File: src/rtl/ram_pkg.sv
// Shared defaults and types for the RAM burst reader and its output buffer.
package ram_pkg;

    localparam int ADDR_SIZE_DEF  = 16;
    localparam int DATA_SIZE_DEF  = 32;
    localparam int FIFO_DEPTH_DEF = 4;

    typedef enum logic [1:0] {
        IDLE  = 2'd0,
        RUN   = 2'd1,
        DRAIN = 2'd2
    } reader_state_e;

    // Occupancy counters must represent 0..depth inclusive.
    function automatic int count_width(input int depth);
        return $clog2(depth) + 1;
    endfunction

endpackage

File: src/rtl/ram_stream_reader_if.sv
// RAM read-only port plus ready/valid output stream of the burst reader.
interface ram_stream_reader_if #(
    parameter int ADDR_SIZE = ram_pkg::ADDR_SIZE_DEF,
    parameter int DATA_SIZE = ram_pkg::DATA_SIZE_DEF
) ();

    logic [ADDR_SIZE-1:0] addr_B;
    logic [DATA_SIZE-1:0] data_out_B;
    logic [DATA_SIZE-1:0] out_data;
    logic                 out_valid;
    logic                 out_ready;

    modport master (
        output addr_B,
        input  data_out_B,
        output out_data,
        output out_valid,
        input  out_ready
    );

    modport slave (
        input  addr_B,
        output data_out_B,
        input  out_data,
        input  out_valid,
        output out_ready
    );

endinterface

File: src/rtl/ram_stream_reader_fifo.sv
// Small synchronous FIFO; head word is presented combinationally, zero when empty.
module sync_fifo
    import ram_pkg::*;
#(
    parameter int WIDTH = DATA_SIZE_DEF,
    parameter int DEPTH = FIFO_DEPTH_DEF
) (
    input  logic                   clk,
    input  logic                   rst,
    input  logic                   push,
    input  logic [WIDTH-1:0]       push_data,
    input  logic                   pop,
    output logic [WIDTH-1:0]       pop_data,
    output logic                   full,
    output logic                   empty,
    output logic [$clog2(DEPTH):0] count
);

    localparam int AW = $clog2(DEPTH);
    localparam int CW = AW + 1;

    logic [WIDTH-1:0] mem [DEPTH];
    logic [AW-1:0]    wr_ptr;
    logic [AW-1:0]    rd_ptr;
    logic             do_push;
    logic             do_pop;

    assign full     = (count == CW'(DEPTH));
    assign empty    = (count == '0);
    assign do_push  = push && !full;
    assign do_pop   = pop && !empty;
    assign pop_data = empty ? '0 : mem[rd_ptr];

    // Pointers wrap naturally because DEPTH is a power of two.
    always_ff @(posedge clk) begin
        if (rst) begin
            wr_ptr <= '0;
            rd_ptr <= '0;
            count  <= '0;
        end else begin
            if (do_push) wr_ptr <= wr_ptr + 1'b1;
            if (do_pop)  rd_ptr <= rd_ptr + 1'b1;
            case ({do_push, do_pop})
                2'b10:   count <= count + 1'b1;
                2'b01:   count <= count - 1'b1;
                default: count <= count;
            endcase
        end
    end

    always_ff @(posedge clk) begin
        if (do_push) mem[wr_ptr] <= push_data;
    end

endmodule

File: src/rtl/ram_stream_reader.sv
// Burst reader: walks length words from base_addr through a 1-cycle-latency RAM
// port and streams them out in address order via a small buffer.
module ram_stream_reader
    import ram_pkg::*;
#(
    parameter int ADDR_SIZE  = ADDR_SIZE_DEF,
    parameter int DATA_SIZE  = DATA_SIZE_DEF,
    parameter int FIFO_DEPTH = FIFO_DEPTH_DEF
) (
    input  logic                 clk,
    input  logic                 RST,
    input  logic                 start,
    input  logic [ADDR_SIZE-1:0] base_addr,
    input  logic [ADDR_SIZE:0]   length,
    output logic                 busy,
    output logic                 done,
    ram_stream_reader_if.master  bus
);

    localparam int CW = count_width(FIFO_DEPTH);

    reader_state_e        state;
    reader_state_e        state_next;
    logic [ADDR_SIZE-1:0] base_q;
    logic [ADDR_SIZE-1:0] addr_q;
    logic [ADDR_SIZE-1:0] issue_addr;
    logic [ADDR_SIZE:0]   length_q;
    logic [ADDR_SIZE:0]   issued;
    logic [ADDR_SIZE:0]   xfer;
    logic [ADDR_SIZE:0]   xfer_next;
    logic                 rd_issue;
    logic                 rd_pending;
    logic                 done_q;
    logic                 issue_next;
    logic                 done_next;
    logic                 accept;
    logic                 fifo_full;
    logic                 fifo_empty;
    logic                 pop;
    logic                 room;
    logic [CW-1:0]        fifo_count;
    logic [CW:0]          in_use;

    // rd_issue: addr_B carries a live read this cycle; rd_pending: its data is on data_out_B.
    assign pop       = !fifo_empty && bus.out_ready;
    assign xfer_next = xfer + {{ADDR_SIZE{1'b0}}, pop};
    assign in_use    = {1'b0, fifo_count} + (CW+1)'(rd_pending) + (CW+1)'(rd_issue)
                       - (CW+1)'(pop);
    assign room      = (in_use < (CW+1)'(FIFO_DEPTH));

    assign bus.addr_B    = addr_q;
    assign bus.out_valid = !fifo_empty;
    assign busy          = (state != IDLE) && !done_q;
    assign done          = done_q;

    always_ff @(posedge clk) begin
        if (RST) state <= IDLE;
        else     state <= state_next;
    end

    // Reads are scheduled one edge ahead so addr_B is registered when the RAM samples it.
    always_comb begin
        state_next = state;
        issue_next = 1'b0;
        done_next  = 1'b0;
        accept     = 1'b0;
        issue_addr = base_q + issued[ADDR_SIZE-1:0];
        unique case (state)
            IDLE: begin
                if (start) begin
                    accept = 1'b1;
                    if (length == '0) begin
                        state_next = DRAIN;
                        done_next  = 1'b1;
                    end else begin
                        state_next = RUN;
                        issue_next = 1'b1;
                        issue_addr = base_addr;
                    end
                end
            end
            RUN: begin
                if (issued == length_q) state_next = DRAIN;
                else if (room)          issue_next = 1'b1;
            end
            DRAIN: begin
                if (xfer_next == length_q) begin
                    state_next = IDLE;
                    done_next  = (length_q != '0);
                end
            end
            default: state_next = IDLE;
        endcase
    end

    always_ff @(posedge clk) begin
        if (RST) begin
            base_q     <= '0;
            length_q   <= '0;
            issued     <= '0;
            xfer       <= '0;
            addr_q     <= '0;
            rd_issue   <= 1'b0;
            rd_pending <= 1'b0;
            done_q     <= 1'b0;
        end else begin
            rd_issue   <= issue_next;
            rd_pending <= rd_issue;
            done_q     <= done_next;
            if (issue_next) addr_q <= issue_addr;
            if (accept) begin
                base_q   <= base_addr;
                length_q <= length;
                xfer     <= '0;
                issued   <= issue_next ? (ADDR_SIZE+1)'(1) : '0;
            end else begin
                xfer <= xfer_next;
                if (issue_next) issued <= issued + (ADDR_SIZE+1)'(1);
            end
        end
    end

    sync_fifo #(
        .WIDTH (DATA_SIZE),
        .DEPTH (FIFO_DEPTH)
    ) u_fifo (
        .clk       (clk),
        .rst       (RST),
        .push      (rd_pending && !fifo_full),
        .push_data (bus.data_out_B),
        .pop       (pop),
        .pop_data  (bus.out_data),
        .full      (fifo_full),
        .empty     (fifo_empty),
        .count     (fifo_count)
    );

endmodule

File: src/flat_wrapper.sv
// flat-port wrapper written by rule: the top's interface ports become plain ports
module ram_stream_reader_flat import ram_pkg::*;
#(
    parameter int ADDR_SIZE  = ADDR_SIZE_DEF,
    parameter int DATA_SIZE  = DATA_SIZE_DEF,
    parameter int FIFO_DEPTH = FIFO_DEPTH_DEF
)
  (clk, RST, start, base_addr, length, busy, done, bus_addr_B, bus_data_out_B, bus_out_data, bus_out_valid, bus_out_ready);
  ram_stream_reader_if #(.ADDR_SIZE(ADDR_SIZE), .DATA_SIZE(DATA_SIZE)) bus_i ();
  input  logic clk;
  input  logic RST;
  input  logic start;
  input  logic [ADDR_SIZE-1:0] base_addr;
  input  logic [ADDR_SIZE:0] length;
  output logic busy;
  output logic done;
  output wire logic [$bits(bus_i.addr_B)-1:0] bus_addr_B;
  input wire logic [$bits(bus_i.data_out_B)-1:0] bus_data_out_B;
  output wire logic [$bits(bus_i.out_data)-1:0] bus_out_data;
  output wire logic [$bits(bus_i.out_valid)-1:0] bus_out_valid;
  input wire logic [$bits(bus_i.out_ready)-1:0] bus_out_ready;
  assign bus_addr_B = bus_i.addr_B;
  assign bus_i.data_out_B = bus_data_out_B;
  assign bus_out_data = bus_i.out_data;
  assign bus_out_valid = bus_i.out_valid;
  assign bus_i.out_ready = bus_out_ready;
  ram_stream_reader #(.ADDR_SIZE(ADDR_SIZE), .DATA_SIZE(DATA_SIZE), .FIFO_DEPTH(FIFO_DEPTH)) u_core (.clk(clk), .RST(RST), .start(start), .base_addr(base_addr), .length(length), .busy(busy), .done(done), .bus(bus_i));
endmodule
File: config.mk
export PLATFORM = sky130hd
export DESIGN_NAME = ram_stream_reader_flat
export DESIGN_NICKNAME = d
export VERILOG_FILES = /design/src/rtl/ram_pkg.sv /design/src/rtl/ram_stream_reader_if.sv /design/src/rtl/ram_stream_reader_fifo.sv /design/src/rtl/ram_stream_reader.sv /design/src/flat_wrapper.sv
export SDC_FILE = /design/constraint.sdc
export NUM_CORES = 1
export LEC_CHECK = 0
export ABC_AREA = 1
export CAP_MARGIN = 10
export CELL_PAD_IN_SITES_DETAIL_PLACEMENT = 1
export CELL_PAD_IN_SITES_GLOBAL_PLACEMENT = 2
export CORE_MARGIN = 8
export CORE_UTILIZATION = 34
export DETAILED_ROUTE_END_ITERATION = 8
export PLACE_DENSITY = 0.84
export SLEW_MARGIN = 20
export SYNTH_ARGS = -nofsm -noshare
export SYNTH_HDL_FRONTEND = slang
export SYNTH_SLANG_ARGS = --single-unit
File: constraint.sdc
create_clock -name clk -period 3.29 [get_ports clk]
set_input_delay 0.658 -clock clk [delete_from_list [all_inputs] [get_ports clk]]
set_output_delay 0.658 -clock clk [all_outputs]
set_load 0.005 [all_outputs]
**Yosys cells after proc, flatten, opt, wreduce, memory -nomap -nowiden**

Memories as Yosys holds them, arrays and structs flattened. A register that Yosys moved wholly into a read port is not among the register bits.
Index checks and enable logic that the tools add are counted.

- Add/sub/neg operators: 10
- $lt $le $gt $ge: 1
- Equality and inequality tests: 10
- Multiplexer cells: 28
- Reductions and logical operators: 17

Operator list:

| cell | count |
|---|---|
| 16-bit two-way mux | 3 |
| 17-bit == test | 2 |
| 17-bit two-way mux | 2 |
| 32-bit two-way mux | 1 |
| 17-bit by 1-bit adder with 17-bit output | 1 |
| 17-bit by 1-bit adder with 17-bit output (second input constant) | 1 |
| 17-bit zero test | 1 |
| 17-bit nonzero test | 1 |
| 16-bit adder | 1 |
| 1-bit two-way mux | 12 |
| 2-bit two-way mux | 6 |
| 2-bit case mux with 3 select lines | 1 |
| 3-bit case mux with 2 select lines | 1 |
| 2-bit nonzero test | 3 |
| 1-bit logical AND | 5 |
| 2-bit by 1-bit adder with 2-bit output (second input constant) | 2 |
| 3-bit by 1-bit adder with 4-bit output | 1 |
| 4-bit by 1-bit adder with 4-bit output | 1 |
| 2-bit by 1-bit == test with 1-bit output (second input constant) | 2 |
| 2-bit == test (second input constant) | 2 |
| 4-bit by 3-bit < comparator with 1-bit output (second input constant) | 1 |
| 2-bit by 1-bit != test with 1-bit output (second input constant) | 2 |
| 1-bit case mux with 2 select lines | 2 |
| 4-bit by 1-bit subtractor with 4-bit output | 1 |
| 9 further kinds | 11 |

- Flip-flop bits (word level): 95
- Memory bits (writable): 128
- Bits of input ports: 69
- Output and inout port bits: 51
- Logic and storage cells: 79
- Memories: 1

Memory list:

| memory | words | bits a word | read ports | clocked after memory_dff | write ports | line | text |
|---|---|---|---|---|---|---|---|
| u_core.u_fifo.mem | 4 | 32 | 1 | 1 | 1 | ram_stream_reader_fifo.sv:22 | `logic [WIDTH-1:0] mem [DEPTH];` |

**Depth between registers and ports, before layout**

- Word-level depth: 10
- Mapped depth: 19
- Gate-level depth less buffers: 19

**Hierarchy**

A second synthesis with hierarchy kept.

- Cells, all modules: 1337
- Area total of the unflattened synthesis: 11063.1 um^2

Modules (own cells, without submodules):

| module | instances | cells each | area an instance (um^2) | sequential area each (um^2) |
|---|---|---|---|---|
| sync_fifo | 1 | 478 | 5532.8 | 4023.9 |
| ram_stream_reader | 1 | 859 | 5530.3 | 1761.7 |

**Worst setup path after synthesis**

No wires, ideal clock.

- Path type: reg-to-reg
- Start: reg u_core.u_fifo.count[2]
- End: reg u_core.issued[10]
- Setup time: 0.070 ns
- Arrival time: 2.636 ns
- Required time: 3.220 ns
- Slack: 0.585 ns
- Stages on the path, launching flop included: 19
- Path buffers: 2
- Period minus slack after synthesis: 2.705 ns
- Path through: dfxtp_1 -> nor3_1 -> inv_1 -> nand2_1 -> inv_1 -> ha_1 -> inv_1 -> ha_1 -> a21oi_1 -> o21bai_1 -> nand2_1 -> nand2_1 -> nor2_1 -> nand3_2 -> buf_6 -> nand2_4 -> buf_4 -> nand2_1 -> a21oi_2

- Longest elaborated chain between the ends: 9
- Elaborated cells on any way between the ends: 11
- Those cells by class: add/sub (3); order compare (1); mux (3); reduce/logical (4)

RTL lines:

| what | line | text |
|---|---|---|
| from (decl) | ram_stream_reader_fifo.sv:16 | `output logic [$clog2(DEPTH):0] count` |
| from (signal assigned) | ram_stream_reader_fifo.sv:44 | `2'b10: count <= count + 1'b1;` |
| from (signal assigned) | ram_stream_reader_fifo.sv:45 | `2'b01: count <= count - 1'b1;` |
| from (signal assigned) | ram_stream_reader_fifo.sv:46 | `default: count <= count;` |
| 3-bit zero test | ram_stream_reader_fifo.sv:29 | `assign empty = (count == '0);` |
| 1-bit zero test | - |  |
| net bus_out_valid | flat_wrapper.sv:20 | `output wire logic [$bits(bus_i.out_valid)-1:0] bus_out_valid;` |
| 1-bit logical AND | ram_stream_reader.sv:45 | `assign pop = !fifo_empty && bus.out_ready;` |
| 4-bit by 1-bit subtractor with 4-bit output | ram_stream_reader.sv:48 | `- (CW+1)'(pop);` |
| 4-bit by 3-bit < comparator with 1-bit output | ram_stream_reader.sv:49 | `assign room = (in_use < (CW+1)'(FIFO_DEPTH));` |
| 1-bit two-way mux | ram_stream_reader.sv:84 | `else if (room) issue_next = 1'b1;` |
| 1-bit two-way mux | ram_stream_reader.sv:83 | `if (issued == length_q) state_next = DRAIN;` |
| 1-bit case mux with 2 select lines | ram_stream_reader.sv:68 | `unique case (state)` |
| 2-bit nonzero test (no source line) | - |  |
| to (signal assigned) | ram_stream_reader.sv:115 | `issued <= issue_next ? (ADDR_SIZE+1)'(1) : '0;` |
| to (signal assigned) | ram_stream_reader.sv:118 | `if (issue_next) issued <= issued + (ADDR_SIZE+1)'(1);` |
| to (decl) | ram_stream_reader.sv:28 | `logic [ADDR_SIZE:0] issued;` |

The timed path passes the listed nets, and every way through them passes these cells.
A chain may end at the register's enable or synchronous reset.

==> out/metrics.cfg <==
[drt]
drt_pass1_iterations=4
detail_route.vias_per_cell=4.89
drt_iter0_markers=406
antenna_left=0
wirelength_um=33100
via_count=9275
drcViolationCount=0
drt-wirelength-per-cell_um=17.4

[clocking]
cts_buffers=26
hold_buffers=0
clockRootBuffer=clkbuf_16
ctsHtreeMaxLevel=1
clockBufferDepth=3
cts.repair.resized=0
cts_tree=done
worstSkewPairLatency_ns=0.53
postCtsSetupBuffers=0
cts_num_sinks=225
clk_pin_slew_ns=0.06

[final_layout]
insertedDiodeCount=0
area_growth_pct=23.3
drive_gt1_frac=0.0728
fillers=3765
stdcell_area_um2=13700
final_nets=1536
final_cells=1898

[timing]
period_share=0.929
rsz0062_at_grt=no
max_slew_margin=0.455
period_minus_slack_ns=3.06
worst_slack_ns=0.234
skew_ns=0.0131
slew_viol_final=0
worst_pin_slew_ns=0.815
max_clock_freq_mhz=327
hold_violations=0
finalSetupViolCount=0
setup-tns-final_ns=0

[setup_path]
start_kind=flip-flop
critPathRequiredTime_ns=2.63
slowest_stage=clkdlybuf4s50_1
crit_chain=buf_4 -> nor2_1 -> nor2_1 -> o21ai_0 -> a21oi_1 -> clkdlybuf4s50_1
worstPathArrival_ns=2.40
timing_worst_setup_path_type=flip-flop to primary output
crit_fanout=40
cp_common_cell=nor2_1
endpoint_kind=primary output
cp_slowest_stage_delay_ns=0.56
reg2reg_depth=18

[yosys]
ys_warn_count=0
synth_edf_count=128
syn_inst=1315
synth_area_um2=11100
yosysUniqueCellTypes=46
syn_nets=1414
ys_ff_latch=225
synth_area_per_cell_um2=8.43
ys_async_sr_fraction=0
synth-main-ff-cell=edfxtp_1
yosysSeqAreaShare=0.522

[die]
die_y_um=197
io_pins=120
initial_utilization=0.343
die_area_um2=38600
dieWidth_um=197
core_um2=32300
fp-row-count=66

[placement]
dpl_worst_slack_ns=0.0458
port-buffer-count=119
gpl.final_weighted_congestion=0.807
dp.cells=1851
dp_hpwl_um=23500
placed_area_um2=12800

[global_routing]
grt_pass1_vias=9732
grt_pass1_wl_um=52500
grt_max_degree=49
grt-ovfl-total=0
grt_antenna_before_repair=0
grt_use_total=0.168

[pwr]
sw_frac_of_total=0.294
switching_power_uw=2340
p_per_area_nw_per_um2=583
p_clk_frac=0.361
pwr-share-comb=0.231
ir_drop_mv=0.339
leakagePower_uw=0.00519
p_int_uw=5630
p_seq_frac=0.408

[run_status]
status=finished clean

[min_path]
min_path_type=flip-flop to flip-flop
holdPathStages=2

[run]
cap_viol_max_count=0

[through the flow]
stage / util / total power, µW / hold slack, ns
floorplan: - / 4270 / 0.407
global placement: 0.397 / 5140 / 0.437
detailed placement: 0.397 / 5170 / 0.445
CTS: 0.423 / 8090 / 0.456
global route: 0.423 / 8380 / 0.476
finish: 0.423 / 7960 / 0.447
[path summary, 6_finish.rpt]
kind | startpoint | end | slack, ns
max reg2reg | u_core.u_fifo.count[2] | u_core.bus.addr_B[5] | 0.52
min | u_core.rd_issue | u_core.rd_pending | 0.45
min reg2reg | u_core.rd_issue | u_core.rd_pending | 0.45
max | flip-flop | bus_out_data[9] | 0.23
[layout by cell type, fill, tap and decap left out, drive strengths merged, types with 16 or more instances in the layout]
cell             n
xnor2           16
o21ai          126
dfxtp           97
nand4           16
edfxtp         128
ha              28
nor2           257
clkdlybuf4s50  119
nand3           85
clkbuf          34
inv            106
nand2          231
a21oi          100
xor2            20
buf             26
[worst max-delay path, delay by kind of cell, from the launching register on]
kind | cells | cell delay [ns]
buffers and inverters | 2 | 0.94
AOI/OAI and AO/OA | 2 | 0.36
DFF | 1 | 0.34
and+or+nand+nor | 2 | 0.20
[flip-flops by register name, indices dropped and copies added (netlist names), 2 cells and up, named ones only]
signal                count
u_core.u_fifo.mem       128
u_core.issued            17
u_core.length_q          17
u_core.xfer              17
u_core.base_q            16
u_core.bus.addr_B        16
u_core.u_fifo.count       3
u_core.state              2
u_core.u_fifo.rd_ptr      2
u_core.u_fifo.wr_ptr      2
[Yosys cell counts (2+ instances only)]
cell / instances / share of area
a21o_1: 3 / 0.0020
a21oi_1: 90 / 0.041
a21oi_2: 10 / 0.0079
a31oi_1: 3 / 0.0017
buf_1: 8 / 0.0027
buf_2: 5 / 0.0023
buf_4: 2 / 0.0014
buf_6: 2 / 0.0020
clkbuf_1: 32 / 0.011
dfxtp_1: 97 / 0.18
edfxtp_1: 128 / 0.35
fa_1: 2 / 0.0036
ha_1: 28 / 0.032
inv_1: 102 / 0.035
inv_2: 4 / 0.0014
nand2_1: 228 / 0.077
nand2_4: 2 / 0.0020
nand3_1: 74 / 0.033
nand3_2: 11 / 0.0099
nand3b_1: 10 / 0.0068
nand4_1: 16 / 0.0090
nor2_1: 254 / 0.086
nor2_2: 2 / 0.0011
nor3_1: 11 / 0.0050
nor4_1: 5 / 0.0028
o211ai_1: 2 / 0.0014
o21ai_0: 122 / 0.055
o21ai_1: 3 / 0.0014
o21bai_1: 6 / 0.0041
or2_2: 3 / 0.0017
xnor2_1: 16 / 0.013
xor2_1: 20 / 0.016
[power by group through the flow]
stage	Combinational [µW]	Sequential, µW	Clock [µW]
6_report	1840	3250	2880
5_1_grt	2060	3270	3060
4_1_cts	1880	3250	2960
3_5_place_dp	1870	3310	0
3_3_place_gp	1830	3310	0
2_1_floorplan	1000	3270	0
[kinds of logic (layout without fill, tap and decap cells)]
kind of cell,Yosys count,in the layout,synth area share
AND/OR/NAND/NOR,623,623,0.240
flip-flops,225,225,0.522
XOR/XNOR,36,36,0.0285
AO/OA/AOI/OAI,243,243,0.117
buffers and inverters,158,299,0.0573
adder cells (fa/ha/maj),30,30,0.0352
[area by class of cell]
| type | instances | area [µm²] | share of cell area |
|---|---|---|---|
| clock inverters | 13 | 146 | 0.0107 |
| multi-input cells | 932 | 4680 | 0.342 |
| inverters | 107 | 402 | 0.0294 |
| flip-flops and latches | 225 | 5790 | 0.423 |
| clock buffers | 34 | 701 | 0.0513 |
| repair buffers | 145 | 1400 | 0.102 |
| well taps | 442 | 553 | 0.0405 |
[layer usage]
| metal | GRT usage | vias to the layer above | share of wire |
|---|---|---|---|
| met5 | 0 | - | 0 |
| met4 | 0.0357 | 0 | 0.019 |
| met3 | 0.0256 | 43 | 0.036 |
| met2 | 0.296 | 157 | 0.48 |
| met1 | 0.215 | 4442 | 0.46 |
| li1 | - | 4633 | - |
Note: power is estimated with default switching activity, not from simulation.
